[config.mk]
export PLATFORM = sky130hd
export DESIGN_NAME = spi_frame_decoder
export DESIGN_NICKNAME = d
export VERILOG_FILES = /design/src/rtl/spi_pkg.sv /design/src/rtl/spi_word_counter.sv /design/src/rtl/spi_frame_decoder.sv
export SDC_FILE = /design/constraint.sdc
export NUM_CORES = 1
export LEC_CHECK = 0
export BUFFER_PORTS_ARGS = -buffer_cell sky130_fd_sc_hd__buf_2
export CAP_MARGIN = 10
export CELL_PAD_IN_SITES_DETAIL_PLACEMENT = 0
export CELL_PAD_IN_SITES_GLOBAL_PLACEMENT = 1
export CORE_AREA = 2 2 102 74
export DETAILED_ROUTE_END_ITERATION = 7
export DIE_AREA = 0 0 104 76
export MAX_ROUTING_LAYER = met4
export PLACE_DENSITY = 0.81
export SYNTH_ARGS = -nofsm -noshare
export SYNTH_HDL_FRONTEND = slang
export SYNTH_SLANG_ARGS = --single-unit
[constraint.sdc]
create_clock -name clock -period 2.45 [get_ports clock]
set_input_delay 0.245 -clock clock [delete_from_list [all_inputs] [get_ports clock]]
set_output_delay 0.245 -clock clock [all_outputs]
set_load 0.02 [all_outputs]
[src/rtl/spi_pkg.sv]
// Shared types and default widths for the SPI frame decoder.
package spi_pkg;

   localparam int DEF_WORD_W = 16;
   localparam int DEF_ADDR_W = 12;

   typedef enum logic [3:0] {
      OP_NOP   = 4'h0,
      OP_WRITE = 4'h1,
      OP_CTRL  = 4'h2
   } opcode_t;

   typedef enum logic [2:0] {
      IDLE,
      CMD,
      WR,
      CTRLW,
      DISCARD
   } state_t;

endpackage

[src/rtl/spi_word_counter.sv]
// Counts enabled clock edges within a chip-select frame and flags each completed word.
module spi_word_counter
   import spi_pkg::*;
#(
   parameter int WORD_W = DEF_WORD_W
) (
   input  logic clock,
   input  logic nReset,
   input  logic ncs,
   output logic word_rdy
);

   localparam int CNT_W = $clog2(WORD_W);

   logic [CNT_W-1:0] cnt_reg;

   // word_rdy rises on the edge where the counter wraps, i.e. the shift
   // register has just captured the last bit of the word.
   always_ff @(posedge clock) begin
      if (!nReset) begin
         cnt_reg  <= '0;
         word_rdy <= 1'b0;
      end else if (ncs) begin
         cnt_reg  <= '0;
         word_rdy <= 1'b0;
      end else begin
         cnt_reg  <= cnt_reg + 1'b1;
         word_rdy <= (cnt_reg == CNT_W'(WORD_W - 1));
      end
   end

endmodule

[src/rtl/spi_frame_decoder.sv]
// Decodes each chip-select frame (command word + data words) into frame-buffer
// writes or a control-register update.
module spi_frame_decoder
   import spi_pkg::*;
#(
   parameter int WORD_W = DEF_WORD_W,
   parameter int ADDR_W = DEF_ADDR_W
) (
   input  logic              clock,
   input  logic              nReset,
   input  logic              ncs,
   input  logic [WORD_W-1:0] spi_word,
   output logic              wr_en,
   output logic [ADDR_W-1:0] wr_addr,
   output logic [WORD_W-1:0] wr_data,
   output logic [WORD_W-1:0] ctrl_reg,
   output logic              frame_done,
   output logic              cmd_err
);

   localparam int OP_W = WORD_W - ADDR_W;

   logic              word_rdy;
   logic [OP_W-1:0]   opcode;
   state_t            state_reg;
   logic [ADDR_W-1:0] addr_reg;
   logic              wrote_reg;

   spi_word_counter #(
      .WORD_W (WORD_W)
   ) u_counter (
      .clock    (clock),
      .nReset   (nReset),
      .ncs      (ncs),
      .word_rdy (word_rdy)
   );

   assign opcode = spi_word[WORD_W-1 -: OP_W];

   always_ff @(posedge clock) begin
      if (!nReset) begin
         state_reg  <= IDLE;
         addr_reg   <= '0;
         wrote_reg  <= 1'b0;
         wr_en      <= 1'b0;
         wr_addr    <= '0;
         wr_data    <= '0;
         ctrl_reg   <= '0;
         frame_done <= 1'b0;
         cmd_err    <= 1'b0;
      end else begin
         wr_en      <= 1'b0;
         frame_done <= 1'b0;
         cmd_err    <= 1'b0;

         if (word_rdy) begin
            case (state_reg)
               CMD: begin
                  case (opcode)
                     OP_W'(OP_NOP): state_reg <= DISCARD;
                     OP_W'(OP_WRITE): begin
                        addr_reg  <= spi_word[ADDR_W-1:0];
                        state_reg <= WR;
                     end
                     OP_W'(OP_CTRL): state_reg <= CTRLW;
                     default: begin
                        cmd_err   <= 1'b1;
                        state_reg <= DISCARD;
                     end
                  endcase
               end
               WR: begin
                  wr_en     <= 1'b1;
                  wr_addr   <= addr_reg;
                  wr_data   <= spi_word;
                  addr_reg  <= addr_reg + 1'b1;
                  wrote_reg <= 1'b1;
               end
               CTRLW: begin
                  ctrl_reg  <= spi_word;
                  wrote_reg <= 1'b1;
                  state_reg <= DISCARD;
               end
               default: ;
            endcase
         end else if (state_reg == IDLE && !ncs) begin
            state_reg <= CMD;
         end

         // A word completing as ncs rises is still consumed above; its
         // frame_done is deferred one cycle so the wrote flag is seen.
         if (ncs) begin
            state_reg <= IDLE;
            if (wrote_reg && !word_rdy) begin
               frame_done <= 1'b1;
               wrote_reg  <= 1'b0;
            end
         end
      end
   end

endmodule

==> results of run 1 <==
## worst max-delay path: stages, from the launching register on
cell      delay, ns
dfxtp_1        0.42
or3b_1         0.77
o41a_1         0.53
o221ai_1       0.18
## how the worst min path moves through the flow
stage	from	to	cells past startpoint
2_1_floorplan	spi_word[0]	ctrl_reg[0]	2
3_3_place_gp	u_counter.cnt_reg[0]	u_counter.cnt_reg[0]	1
3_5_place_dp	u_counter.cnt_reg[0]	u_counter.cnt_reg[0]	1
4_1_cts	spi_word[7]	wr_data[7]	3
5_1_grt	spi_word[7]	wr_data[7]	3
6_report	spi_word[7]	wr_data[7]	3
## through the flow
step	hold slack, ns	cell area [sq um]	setup slack (ns)	power [uW]	utilization (%)
6_report	0.167	3390	0.462	2150	48.2
5_1_grt	0.164	3390	0.332	2230	48.2
4_1_cts	0.156	3390	0.462	2170	48.2
3_5_place_dp	0.441	3180	0.498	1210	45.2
3_3_place_gp	0.433	3180	0.530	1210	45.2
2_1_floorplan	0.381	2770	0.884	1170	-
## Yosys cell counts (all sizes together) (4+ instances only)
cell type,count
a21oi,53
and3,5
buf,7
clkbuf,13
dfxtp,68
nand2,107
nand3,11
nor2,17
nor3,4
o21ai,10
o31a,4
## report_power, final
part           total (uW)  switching [uW]  internal [uW]
sequential           1110            3.66           1110
clock                 971             401            571
combinational        72.3            47.7           24.7
total                2150             452           1700
## per-layer routing
layer	up-vias	routed length, um	global-route usage, %
met4	0	93	6.49
met1	1183	3720	29.7
li1	1296	-	-
met3	9	516	5.56
met2	84	2930	25.7
met5	-	0	-
## cells by family after synthesis
| kind of cell | share of synthesized area [%] |
|---|---|
| AOI/OAI and AO/OA | 18.6 |
| muxes | 0.407 |
| xor gates and xnor gates | 0.950 |
| buffers and inverters | 3.85 |
| and+or+nand+nor | 26.1 |
| DFF | 49.2 |
| adders and majority gates | 0.905 |
## cell type report
| type | count | share of cell area [%] |
|---|---|---|
| Clock buffer | 13 | 5.28 |
| Clock inverter | 1 | 0.887 |
| Inverter | 3 | 0.332 |
| Multi-Input combinational cell | 251 | 38.3 |
| Sequential cell | 68 | 40.2 |
| Tap cell | 98 | 3.62 |
| Timing Repair Buffer | 73 | 11.4 |
==> results_dict.tcl, run 1 <==
set metrics [dict create \
    slew_violations 0 \
    mostFrequentLayoutCell "nand2_1" \
    cts_resized 0 \
    grt_max_degree 32 \
    worstPathRequired_ns 2.71 \
    cts.sinks 68 \
    grt_pass1_wl_um 12000 \
    vias 2572 \
    path_max_fanout 27 \
    fin_crit_ns 1.99 \
    regToRegSetupSlack_ns 0.46 \
    drt-pass1-iter-count 4 \
    relSlewSlack_pct 43.7 \
    power_density_mw_per_mm2 636 \
    ys_top_cells_by_area "dfxtp_1 49%, nand2_1 15%, a21oi_1 9.6%" \
    fillers 745 \
    place.detailed.hpwl_um 5100 \
    die-height_um 76 \
    reg2reg_depth 3 \
    grt_pass1_vias 2262 \
    synthFlopType "dfxtp_1" \
    ys_seq_elements 68 \
    critPathKind "flop to flop" \
    tns_ns 0 \
    clk_latency_ns 0.34 \
    nets 427 \
    drtIter0Drc 136 \
    drt-vias-per-instance 5.07 \
    path_clk_slew_ns 0.07 \
    grt_util_all_layers_pct 19.9 \
    cp.arrival_ns 2.25 \
    ioPinCount 66 \
    cts_tree "done" \
    ir_worst_vdd_mv 0.455 \
    finalWeightedCongestion 0.866 \
    clock-root-buffer "clkbuf_8" \
    synthCells 342 \
    start_kind "flop" \
    cap_violations 0 \
    syn_area_sq_mm 0.00277 \
    reg2reg_to "addr_reg[11]" \
    finClkSkew_ns 0.00352 \
    cts_setup_buffers 0 \
    routedWlPerCell_um 14.3 \
    io_buffers 65 \
    num_antenna_cells 0 \
    multiInputGateArea_sq_mm 0.00130 \
    die-area_sq_mm 0.00790 \
    die_w_um 104 \
    synth_area_per_cell_sq_um 8.09 \
    cts_htree_levels 3 \
    crit_path_end "addr_reg[11]" \
    dpl.cell_count 493 \
    hold_path.class "input port to flop" \
    p_leak_uw 0.00135 \
    final.period_utilization_pct 81.1 \
    area_delta_synth_final_pct 22.5 \
    start_util_pct 39.4 \
    hold_viol 0 \
    mostFrequentLayoutCells "107 x nand2_1, 68 x dfxtp_1, 65 x buf_2, 53 x a21oi_1, 17 x nor2_1" \
    final_cell_count_no_fill 507 \
    regArea_sq_mm 0.00136 \
    timing.rr.start "state_reg[0]" \
    postCtsHoldBufs 0 \
    yosysWarningCount 0 \
    coreArea_sq_mm 0.00703 \
    async_flop_share_pct 0 \
    rows 26 \
    seq_area_frac_synth_pct 49.2 \
    ctsLongestPathBuffers 2 \
    synth_cell_type_count 49 \
    remaining_drc_errors 0 \
    run_status "finished clean" \
    cts_buffers 9 \
    worst_pin_slew_ns 0.844 \
    end_kind "flop" \
    fmax_mhz 503 \
    wl_um 7260 \
    setup_viol 0 \
    synth.largest_area_cell "dfxtp_1" \
    syn-num-nets 363 \
    ant_nets 0 \
    overflow 0 \
    rsz0062_at_grt "no" \
    critPathLaunch "state_reg[0]" \
    antenna_found_initial 0 \
    synth_edf_count 0 \
    drive_gt1_share_pct 23.0 \
    synth_top_area_share_pct 49.2 \
]
Note: power is estimated with default switching activity, not from simulation.
==> run 2, diff against run 1 <==
Settings changed: CORE_AREA 2 2 102 74 to 2 2 105 77, DIE_AREA 0 0 104 76 to 0 0 107 79, PLACE_DENSITY 0.81 to 0.77.
Clock period 2.45 ns to 2 ns, I/O delays scaled along.
==> run 2 against run 1 <==
Compared with the run above:
- cell count up 2.0%
- non-clock buffer count up 5
- maximum frequency up 9.8%
- first-iteration DRC count up 51%
- combinational power up 27%
- sequential share of layout area down 0.66 points
- critical path depth up 2
- clock-buffer cell count down 4
- global-route usage down 0.46 points
- sequential power up 23%
- flip-flop and latch count unchanged
- power up 26%
- largest cell class unchanged
- largest power group unchanged
==> results_dict.tcl, run 2 (synthesized netlist as in run 1, its figures left out) <==
set metrics [dict create \
    run_status "finished clean" \
    power_frac_seq_pct 49.9 \
    p_int_uw 2100 \
    worstPathRequired_ns 2.26 \
    clk_latency_ns 0.35 \
    path_clk_slew_ns 0.08 \
    worst_slack_ns 0.190 \
    crit_chain "or3b_1 > buf_4 > nor3_2 > a21oi_1 > o32ai_1" \
    p_leak_uw 0.00137 \
    critPathKind "flop to flop" \
    cts_setup_buffers 0 \
    hold_path.class "input port to flop" \
    grt_pass1_wl_um 12300 \
    nets 432 \
    vias 2577 \
    grt_max_degree 33 \
    final_util_pct 45.7 \
    start_util_pct 36.7 \
    ir_worst_vdd_mv 0.376 \
    grt_util_all_layers_pct 19.5 \
    ioPinCount 66 \
    cts_resized 0 \
    final_cell_count_no_fill 517 \
    setup_viol 0 \
    ant_nets 0 \
    drtIter0Drc 206 \
    finalWeightedCongestion 0.941 \
    end_kind "flop" \
    cts_tree "done" \
    reg2reg_depth 5 \
    fmax_mhz 552 \
    dpl.cell_count 501 \
    final.period_utilization_pct 90.5 \
    hold_depth 3 \
    area_delta_synth_final_pct 24.5 \
    slowest_stage "or3b_1" \
    die_w_um 107 \
    wl_um 7580 \
    swShare_pct 22.9 \
    ctsLongestPathBuffers 2 \
    hold_viol 0 \
    io_buffers 65 \
    power_density_mw_per_mm2 790 \
    tns_ns 0 \
    coreArea_sq_mm 0.00753 \
    relSlewSlack_pct 69.9 \
    cts_buffers 9 \
    die-area_sq_mm 0.00845 \
    routedWlPerCell_um 14.7 \
    antenna_found_initial 0 \
    cts_htree_levels 3 \
    fin_crit_ns 1.81 \
    overflow 0 \
    comb_power_share_pct 3.4 \
    rows 27 \
    finClkSkew_ns 0.0131 \
    path_max_fanout 15 \
    clock-root-buffer "clkbuf_8" \
    num_antenna_cells 0 \
    die-height_um 79 \
    mostFrequentLayoutCells "107 x nand2_1, 68 x dfxtp_1, 65 x buf_2, 53 x a21oi_1, 17 x nor2_1" \
    postCtsHoldBufs 0 \
    start_kind "flop" \
    drt-pass1-iter-count 4 \
    slew_violations 0 \
    mostFrequentLayoutCell "nand2_1" \
    worst_pin_slew_ns 0.452 \
    p_clk_share_pct 46.7 \
    cap_violations 0 \
    place.detailed.hpwl_um 5370 \
    power.net_switching_uw 623 \
    drive_gt1_share_pct 24.3 \
    rsz0062_at_grt "no" \
    cp.arrival_ns 2.07 \
    grt_pass1_vias 2298 \
    total_power_uw 2720 \
    cts.sinks 68 \
    drt-vias-per-instance 4.98 \
    slowest_delay_ns 0.59 \
    dp_slack_ns 0.212 \
    remaining_drc_errors 0 \
]
run 2: cell types whose count changed in the layout (fill, tap and decap cells not counted), sizes merged:
cell,change
bufinv,+1
clkbuf,-4
clkinvlp,+3
clkinv,+1
inv,+1
buf,+5
run 2: layout make-up:
class,count,area (sq um)
clock buffer,9,124
clock inverter,7,100
fill,772,4090
inverter,3,11.3
multi-input combinational,251,1300
sequential,68,1360
tap,101,126
timing repair buffer,78,423
run 2: per-stage QoR:
stage	hold WS, ns	cell area [sq um]
floorplan	0.336	2770
global placement	0.428	3220
detailed placement	0.445	3220
CTS	0.0949	3440
global route	0.107	3440
finish	0.112	3440
run 2: metal layers:
metal | share of wire (%) | vias to the layer above | global-route usage, %
met5 | 0 | - | -
met2 | 41 | 85 | 25.3
met4 | 1.2 | 0 | 5.84
met1 | 52 | 1176 | 29.2
met3 | 6.0 | 8 | 4.93
li1 | - | 1308 | -
run 2: path summary, 6_finish.rpt:
kind / startpoint / end / slack (ns)
hold reg to reg: u_counter.cnt_reg[0] / u_counter.cnt_reg[0] / 0.45
hold / removal: spi_word[3] / wr_data[3] / 0.11
setup / recovery: state_reg[1] / addr_reg[3] / 0.19
setup reg to reg: state_reg[1] / addr_reg[3] / 0.19
run 2: power by group through the flow:
stage / registers [uW] / clock network (uW) / logic [uW]
after floorplan: 1390 / 0 / 44.2
after global placement: 1390 / 0 / 91.5
after detailed placement: 1390 / 0 / 93.3
after CTS: 1360 / 1300 / 93.5
after global routing: 1360 / 1360 / 103
final: 1360 / 1270 / 92.1
run 2: worst max-delay path, delay by kind of cell (launching register included):
family	cells	cell delay, ns
compound gates	2	0.26
buf+inv	1	0.28
flops	1	0.44
simple gates	2	0.75
==> run 3, diff against run 2 <==
Settings changed: SETUP_SLACK_MARGIN set to 0.4.
==> run 3 against run 2 <==
Compared with the run above:
- flip-flop and latch count did not move
- largest power group unchanged
- clock skew barely moved
- combinational power rose by 2.9%
==> results_dict.tcl, run 3 (synthesized netlist as in run 1, its figures left out) <==
set metrics [dict create \
    run_status "finished clean" \
    end_kind "flop" \
    coreArea_sq_mm 0.00753 \
    power.net_switching_uw 630 \
    clock-root-buffer "clkbuf_8" \
    tns_ns 0 \
    crit_chain "buf_12 > or3b_2 > buf_4 > nor2_1 > o21ai_0 > a21oi_1" \
    setup_viol 0 \
    relSlewSlack_pct 76.5 \
    power_frac_seq_pct 49.8 \
    ctsLongestPathBuffers 2 \
    ir_worst_vdd_mv 0.360 \
    timing.rr.start "state_reg[1]" \
    hold_depth 3 \
    mostFrequentLayoutCell "nand2_1" \
    cts.sinks 68 \
    slowest_stage "or3b_2" \
    drtIter0Drc 218 \
    p_clk_share_pct 46.7 \
    grt_pass1_vias 2320 \
    place.detailed.hpwl_um 5370 \
    cts_buffers 9 \
    fillers 759 \
    critPathKind "flop to flop" \
    hold_path_end "ctrl_reg[3]" \
    finalWeightedCongestion 0.941 \
    cts_htree_levels 3 \
    p_int_uw 2100 \
    clk_latency_ns 0.35 \
    reg2reg_to "addr_reg[2]" \
    vias 2659 \
    die-area_sq_mm 0.00845 \
    num_antenna_cells 0 \
    nets 438 \
    remaining_drc_errors 0 \
    routedWlPerCell_um 15.1 \
    die-height_um 79 \
    cts_tree "done" \
    start_kind "flop" \
    path_clk_slew_ns 0.08 \
    ant_nets 0 \
    fin_crit_ns 1.55 \
    drive_gt1_share_pct 29.6 \
    die_w_um 107 \
    finClkSkew_ns 0.0131 \
    worst_pin_slew_ns 0.353 \
    reg2reg_depth 6 \
    holdCritStartpoint "spi_word[3]" \
    io_buffers 65 \
    grt_max_degree 33 \
    worstPathRequired_ns 2.28 \
    cp.arrival_ns 1.83 \
    wl_um 7890 \
    power_density_mw_per_mm2 760 \
    drt-vias-per-instance 5.08 \
    slew_violations 0 \
    fin_hold_ws_ns 0.105 \
    start_util_pct 36.7 \
    antenna_found_initial 0 \
    fmax_mhz 645 \
    hold_viol 0 \
    drt-pass1-iter-count 5 \
    ioPinCount 66 \
    rows 27 \
    mostFrequentLayoutCells "106 x nand2_1, 65 x buf_2, 59 x dfxtp_1, 52 x a21oi_1, 17 x nor2_1" \
    overflow 0 \
    final.period_utilization_pct 77.5 \
    regToRegSetupSlack_ns 0.45 \
    slowest_delay_ns 0.52 \
    swShare_pct 23.1 \
    comb_power_share_pct 3.5 \
    area_delta_synth_final_pct 29.7 \
    grt_util_all_layers_pct 19.7 \
    postCtsHoldBufs 0 \
    cap_violations 0 \
    grt_pass1_wl_um 12400 \
    rsz0062_at_grt "no" \
    p_leak_uw 0.00141 \
    path_max_fanout 5 \
    hold_path.class "input port to flop" \
]
-- run 3: cell count changes in the layout (fill, tap and decap cells not counted), moves of 2 or more --
| cell | change |
|---|---|
| buf_6 | +2 |
| dfxtp_1 | -9 |
| nand4bb_4 | +2 |
| dfxtp_2 | +8 |
| buf_4 | +2 |
-- run 3: final cells by class --
| class | count | area (sq um) | area share (%) |
|---|---|---|---|
| Tap cell | 101 | 126 | 3.52 |
| Timing Repair Buffer | 83 | 480 | 13.4 |
| Multi-Input combinational cell | 252 | 1370 | 38.2 |
| Sequential cell | 68 | 1380 | 38.3 |
| Clock inverter | 7 | 100 | 2.79 |
| Clock buffer | 9 | 124 | 3.45 |
| Inverter | 3 | 11.3 | 0.314 |
-- run 3: worst max-delay path: cells and delay by family (launching register included) --
family,cells,cell delay (ns)
flops,1,0.37
buf+inv,2,0.28
simple gates,2,0.60
compound gates,2,0.23
-- run 3: worst max-delay path by stage --
stage                            start            to  slack (ns)  cells after the start
after global routing      state_reg[2]  addr_reg[10]        0.40                      4
final                     state_reg[1]   addr_reg[2]        0.45                      6
after CTS                 state_reg[0]   addr_reg[6]        0.39                      6
after global placement    state_reg[1]   addr_reg[6]        0.26                      5
after floorplan           state_reg[0]  addr_reg[11]        0.43                      5
after detailed placement  state_reg[1]   addr_reg[6]        0.21                      5
-- run 3: per-layer routing --
layer	up-vias	global-route usage, %	wire (um)
li1	1326	-	-
met2	96	25.9	3230
met1	1225	29.2	4050
met3	12	4.93	518
met4	0	5.97	97
met5	-	-	0
-- run 3: repair_timing --
item                       in CTS  in global routing
setup endpoints to repair      18                 19
buffers inserted                0                  5
resized for setup               3                 22
gates cloned                    0                  1
-- run 3: power by group through the flow --
| stage | clock network (uW) | logic, uW | registers, uW |
|---|---|---|---|
| after global routing | 1360 | 106 | 1360 |
| final | 1270 | 94.8 | 1360 |
| after CTS | 1300 | 93.5 | 1360 |
| after detailed placement | 0 | 93.3 | 1390 |
| after global placement | 0 | 91.5 | 1390 |
| after floorplan | 0 | 44.2 | 1390 |
-- run 3: through the flow --
| stage | setup WS (ns) | total power (uW) | utilization, % | std cells | cell area [sq um] |
|---|---|---|---|---|---|
| 2_1_floorplan | 0.434 | 1430 | - | 342 | 2770 |
| 3_3_place_gp | 0.261 | 1480 | 42.7 | 501 | 3220 |
| 3_5_place_dp | 0.212 | 1480 | 42.7 | 501 | 3220 |
| 4_1_cts | 0.388 | 2750 | 45.8 | 517 | 3450 |
| 5_1_grt | 0.402 | 2820 | 47.6 | 523 | 3590 |
| 6_report | 0.450 | 2730 | 47.6 | 523 | 3590 |
